### src/rtl/ones_scan_arbiter_if.sv
// Request/result bus between the requesters and ones_scan_arbiter.
// master = requester side, slave = arbiter side.
interface ones_scan_arbiter_if #(
  parameter int N_REQ = 4,
  parameter int WIDTH = 8
);
  localparam int IDW = $clog2(N_REQ);
  localparam int PW  = $clog2(WIDTH);

  logic [N_REQ-1:0]       req;
  logic [N_REQ*WIDTH-1:0] data;
  logic [N_REQ-1:0]       gnt;
  logic                   busy;
  logic                   done;
  logic [IDW-1:0]         done_id;
  logic                   found;
  logic [PW-1:0]          pos;

  modport master (output req, data, input gnt, busy, done, done_id, found, pos);
  modport slave  (input req, data, output gnt, busy, done, done_id, found, pos);
endinterface

### src/rtl/ones_scan_arbiter.sv
// Round-robin arbiter feeding one shared MSB-first serial first-one scanner.
// Optional macro ONES_SCAN_EARLY_EXIT_EN: finish the scan on the first '1' seen.
module ones_scan_arbiter #(
  parameter int N_REQ = 4,
  parameter int WIDTH = 8
) (
  input logic                clk,
  input logic                reset,
  ones_scan_arbiter_if.slave bus
);
  localparam int IDW = $clog2(N_REQ);
  localparam int PW  = $clog2(WIDTH);

  typedef enum logic [1:0] {IDLE, SCAN, DONE} state_t;

  state_t           state;
  logic [WIDTH-1:0] shreg;
  logic [PW-1:0]    idx;
  logic [PW-1:0]    pos_r;
  logic             found_r;
  logic [IDW-1:0]   winner;
  logic [IDW-1:0]   last_winner;
  logic [IDW-1:0]   rr_pick;
  logic             rr_any;
  logic             msb;
  logic             hit;
  logic             last;

  // Search upward from last_winner+1; the first asserted requester wins.
  always_comb begin
    logic [31:0]    cand;
    logic [IDW-1:0] c;
    rr_pick = last_winner;
    rr_any  = 1'b0;
    cand    = '0;
    c       = '0;
    for (int unsigned k = 1; k <= N_REQ; k++) begin
      cand = (32'(last_winner) + 32'(k)) % 32'(N_REQ);
      c    = IDW'(cand);
      if (!rr_any && bus.req[c]) begin
        rr_any  = 1'b1;
        rr_pick = c;
      end
    end
  end

  assign msb = shreg[WIDTH-1];
  assign hit = msb && !found_r;
`ifdef ONES_SCAN_EARLY_EXIT_EN
  assign last = (idx == PW'(WIDTH-1)) || hit;
`else
  assign last = (idx == PW'(WIDTH-1));
`endif

  always_ff @(posedge clk or posedge reset) begin
    if (reset) begin
      state       <= IDLE;
      shreg       <= '0;
      idx         <= '0;
      pos_r       <= '0;
      found_r     <= 1'b0;
      winner      <= '0;
      last_winner <= IDW'(N_REQ-1);
      bus.gnt     <= '0;
      bus.busy    <= 1'b0;
      bus.done    <= 1'b0;
      bus.done_id <= '0;
      bus.found   <= 1'b0;
      bus.pos     <= '0;
    end else begin
      bus.gnt  <= '0;
      bus.done <= 1'b0;
      case (state)
        IDLE: begin
          if (rr_any) begin
            shreg            <= bus.data[rr_pick*WIDTH +: WIDTH];
            bus.gnt[rr_pick] <= 1'b1;
            winner           <= rr_pick;
            last_winner      <= rr_pick;
            idx              <= '0;
            found_r          <= 1'b0;
            pos_r            <= '0;
            bus.busy         <= 1'b1;
            state            <= SCAN;
          end
        end
        SCAN: begin
          if (hit) begin
            found_r <= 1'b1;
            pos_r   <= idx;
          end
          shreg <= {shreg[WIDTH-2:0], 1'b0};
          idx   <= idx + 1'b1;
          // Result regs see this edge's bit directly, since found_r/pos_r lag by one.
          if (last) begin
            state       <= DONE;
            bus.done    <= 1'b1;
            bus.done_id <= winner;
            bus.found   <= found_r | msb;
            bus.pos     <= hit ? idx : pos_r;
          end
        end
        DONE: begin
          bus.busy <= 1'b0;
          state    <= IDLE;
        end
        default: state <= IDLE;
      endcase
    end
  end
endmodule

### src/flat_wrapper.sv
// flat-port wrapper written by rule: the top's interface ports become plain ports
module ones_scan_arbiter_flat 
#(
  parameter int N_REQ = 4,
  parameter int WIDTH = 8
)
  (clk, reset, bus_req, bus_data, bus_gnt, bus_busy, bus_done, bus_done_id, bus_found, bus_pos);
  ones_scan_arbiter_if #(.N_REQ(N_REQ), .WIDTH(WIDTH)) bus_i ();
  input logic clk;
  input logic reset;
  input wire logic [$bits(bus_i.req)-1:0] bus_req;
  input wire logic [$bits(bus_i.data)-1:0] bus_data;
  output wire logic [$bits(bus_i.gnt)-1:0] bus_gnt;
  output wire logic [$bits(bus_i.busy)-1:0] bus_busy;
  output wire logic [$bits(bus_i.done)-1:0] bus_done;
  output wire logic [$bits(bus_i.done_id)-1:0] bus_done_id;
  output wire logic [$bits(bus_i.found)-1:0] bus_found;
  output wire logic [$bits(bus_i.pos)-1:0] bus_pos;
  assign bus_i.req = bus_req;
  assign bus_i.data = bus_data;
  assign bus_gnt = bus_i.gnt;
  assign bus_busy = bus_i.busy;
  assign bus_done = bus_i.done;
  assign bus_done_id = bus_i.done_id;
  assign bus_found = bus_i.found;
  assign bus_pos = bus_i.pos;
  ones_scan_arbiter #(.N_REQ(N_REQ), .WIDTH(WIDTH)) u_core (.clk(clk), .reset(reset), .bus(bus_i));
endmodule
### config.mk
export PLATFORM = sky130hd
export DESIGN_NAME = ones_scan_arbiter_flat
export DESIGN_NICKNAME = d
export VERILOG_FILES = /design/src/rtl/ones_scan_arbiter_if.sv /design/src/rtl/ones_scan_arbiter.sv /design/src/flat_wrapper.sv
export SDC_FILE = /design/constraint.sdc
export NUM_CORES = 1
export LEC_CHECK = 0
export CAP_MARGIN = 0
export CORE_MARGIN = 4
export CORE_UTILIZATION = 43
export CTS_CLUSTER_SIZE = 24
export DETAILED_ROUTE_END_ITERATION = 6
export HOLD_SLACK_MARGIN = 0.02
export PLACE_DENSITY = 0.8
export SLEW_MARGIN = 20
export SYNTH_ARGS = -nofsm -noshare
export SYNTH_HDL_FRONTEND = slang
export SYNTH_SLANG_ARGS = --single-unit
### constraint.sdc
create_clock -name clk -period 1.59 [get_ports clk]
set_input_delay 0.318 -clock clk [delete_from_list [all_inputs] [get_ports clk]]
set_output_delay 0.318 -clock clk [all_outputs]
set_load 0.01 [all_outputs]
==> reports/results.tsv <==
stage	metric	value	unit
clock_network	cts_sinks	33	
logic_synthesis	synth_top_flop_cell	dfrtp_1	
timing	fin_crit_sh	1.10	
grt	grt-ovfl-total	0	
power	p_leak	0.00131	µW
logic_synthesis	synth_edf_count	0	
setup_path	critPathMaxFanout	5	
die	io_pins	50	
power	irDropWorstVdd	1120	µV
layout	ff_latch_area	828	µm²
placement	dpl_cell_area	2660	µm²
clock_network	hold_buffers	0	
clock_network	cts_tree	yes	
clock_network	clockRootBuffer	clkbuf_8	
setup_path	required	1.79	ns
logic_synthesis	async_flop_share	1.00	
layout	area_delta_synth_final	60.1	%
setup_path	cp_cell_sequence	nor2b_2 -> buf_4 -> o21ba_4 -> nor4_4 -> buf_6 -> a21oi_2 -> a211oi_2	
clock_network	cts_made_buffers	5	
setup_path	rrSetupSlack	-0.15	ns
grt	antenna_found_initial	0	
clock_network	worstSkewPairLatency	0.28	ns
setup_path	crit_type	reg2reg	
run_status	violations	negative setup slack	
timing	tightest_slew	0.343	ns
grt	grt_pass1_vias	1894	
logic_synthesis	syn-num-nets	232	
die	start_util	0.449	
layout	final_cell_area	2900	µm²
die	dieHeight	72.9	µm
logic_synthesis	synth.distinct_cells	43	
layout	drive_gt1_frac	0.300	
logic_synthesis	synth_area	1810	µm²
logic_synthesis	synth_top_family_by_area	compound AO/OA/AOI/OAI gates	
placement	port_buffers	49	
run_status	status	complete, but fails checks	
timing	rsz0062_at_grt	yes	
die	fp.dieArea	5310	µm²
logic_synthesis	syn_avg_cell_area	9.43	µm²
clock_network	htree_levels	2	
logic_synthesis	yosys.area_share.xor_xnor	0	
setup_path	worstPathArrival	1.94	ns
timing	finalMaxSlewViolations	0	
logic_synthesis	synthAdderAreaFrac	0.0138	
timing	setup_ws	-0.154	ns
routing	via_per_inst	5.50	
timing	final_hold_viol_count	0	
routing	vias	1799	
layout	diodes	0	
routing	wirelength	5.36	mm
power	power_frac_comb	0.598	
run	drv_cap	0	
layout	fillers	288	
logic_synthesis	muxShareOfSynthArea	0.0290	
logic_synthesis	yosysSeqAreaShare	0.457	
power	switching_share	0.391	
power	clkPwrFrac	0.139	
timing	finalSetupViolations	9	
grt	grt_use_total	0.217	
setup_path	slowest_delay	0.56	ns
logic_synthesis	yosysWarnings	0	
routing	drcViolationCount	0	
power	p_seq_frac	0.263	
routing	ant_nets	0	
logic_synthesis	synth_seq_cells	33	
power	power_density	1900	nW/µm²
clock_network	cts_buffer_depth	2	
routing	firstDrtPassIters	4	
die	rows	23	
routing	drtIter0Drc	132	
setup_path	end_kind	flip-flop	
grt	grt_pass1_wl	8.74	mm
timing	layout_min_cycle_time	1.74	ns
hold_path	hp-class	in2async	
power	p_int	3350	µW
die	core	4030	µm²
logic_synthesis	synth_compound_area_frac	0.279	
placement	dp_slack	-0.555	ns
setup_path	crit_path_start_kind	flip-flop	
logic_synthesis	synthCells	192	
placement	routabilityCongestion	0.866	
setup_path	r2r_start	u_core.last_winner[0]	
layout	multi_input_area	1060	µm²
power	switchingPower	2150	µW
grt	grt_max_degree	24	
placement	dp_hpwl	3.95	mm
setup_path	crit_path_top_delay_cell	dfstp_2	
die	fp.dieW	72.9	µm
setup_path	r2r_cells	7	
logic_synthesis	synth-simple-area-share	0.171	
timing	finClkSkew	0.00583	ns
timing	fmax	573	MHz
layout	nNetsFinal	317	
clock_network	path_clk_slew	0.07	ns
routing	wl_per_cell	16.4	µm
setup_path	rr_endpoint	u_core.shreg[3]	
timing	slew_headroom	0.770	
[cells in the final DEF (no fill, tap or decap), drive strengths merged, types with 2 or more instances in the layout]
cell	instances
nor3	2
dlygate4sd2	4
nand3	2
nor2b	6
a22o	2
o31a	6
o21ai	14
o41ai	7
mux2	2
dfstp	2
ha	2
nor2	20
nor3b	3
a211oi	14
mux2i	3
dfrtp	31
o21a	4
clkdlybuf4s50	45
a32o	3
a21oi	12
nand2	22
buf	39
inv	10
nand2b	2
nor4	2
clkbuf	5
[per-layer routing]
| metal | vias to the layer above | part of all wire | global-route usage |
|---|---|---|---|
| li1 | 874 | - | - |
| met1 | 856 | 0.43 | 0.259 |
| met2 | 54 | 0.50 | 0.363 |
| met3 | 15 | 0.054 | 0.0592 |
| met4 | 0 | 0.022 | 0.0963 |
| met5 | - | 0 | 0 |
[cells in the mapped netlist (3+ instances only)]
cell / count / share of area
a32o_1: 3 / 0.017
o41ai_1: 6 / 0.029
mux2i_1: 3 / 0.017
o21a_1: 3 / 0.012
o31a_1: 6 / 0.029
o21ai_0: 13 / 0.036
dfrtp_1: 31 / 0.43
inv_1: 10 / 0.021
a21oi_1: 11 / 0.030
buf_2: 6 / 0.017
a211oi_1: 14 / 0.058
nor2b_1: 6 / 0.021
nor2_1: 20 / 0.041
nand2_1: 22 / 0.046
[flip-flops by register name (all words and copies together) (netlist names)]
signal	flops
u_core.state	2
u_core.last_winner	2
u_core.winner	2
u_core.bus.pos	3
u_core.bus.busy	1
u_core.bus.gnt	4
u_core.bus.done_id	2
u_core.found_r	1
u_core.pos_r	3
u_core.idx	3
u_core.bus.done	1
u_core.bus.found	1
u_core.shreg	8
[worst max path at each step]
| stage | from | to | cells past startpoint |
|---|---|---|---|
| 2_1_floorplan | u_core.last_winner[0] | u_core.shreg[1] | 6 |
| 3_3_place_gp | bus_req[1] | u_core.shreg[6] | 8 |
| 3_5_place_dp | bus_req[3] | u_core.shreg[3] | 7 |
| 4_1_cts | u_core.last_winner[0] | u_core.shreg[1] | 7 |
| 5_1_grt | u_core.last_winner[0] | u_core.shreg[2] | 7 |
| 6_report | u_core.last_winner[0] | u_core.shreg[3] | 7 |
[power by group through the flow]
stage	combinational, µW	clock (µW)	sequential (µW)
5_1_grt	3580	809	1500
3_3_place_gp	2860	0	1440
4_1_cts	3150	792	1450
6_report	3290	763	1450
3_5_place_dp	2960	0	1460
2_1_floorplan	1760	0	1480
[repair_timing]
action	CTS	global route
cloned	1	0
resized for setup	28	11
setup buffers	2	0
pin swaps	8	4
endpoints found under the setup margin	19	18
[cell families (layout without fill, tap and decap cells)]
logic type | Yosys count | count (layout)
buffers and inverters | 20 | 105
multiplexers | 5 | 5
AND/OR/NAND/NOR | 62 | 62
flip-flops | 33 | 33
adder cells (fa/ha/maj) | 2 | 2
AO/OA/AOI/OAI | 70 | 70
[critical path: cells and delay by family (launching register included)]
| family | cells | cell delay [ns] |
|---|---|---|
| AOI/OAI and AO/OA | 3 | 0.51 |
| and+or+nand+nor | 2 | 0.25 |
| DFF | 1 | 0.56 |
| buffers and inverters | 2 | 0.32 |
[per-stage QoR]
step	hold WS [ns]	utilization	setup TNS (ns)	cells	total power (µW)
after floorplan	0.445	-	-0.0146	192	3240
after global placement	0.460	0.660	-8.46	317	4300
after detailed placement	0.466	0.660	-9.20	317	4420
after CTS	0.316	0.708	-0.966	327	5390
after global routing	0.331	0.719	-1.71	327	5890
final	0.326	0.719	-1.07	327	5500
[area by class of cell]
class	instances	share of cell area
clock inverter	2	0.0121
inverter	10	0.0130
sequential	33	0.286
tap	50	0.0216
timing repair buffer	88	0.278
multi-input combinational	139	0.366
clock buffer	5	0.0237
Note: power is estimated with default switching activity, not from simulation.
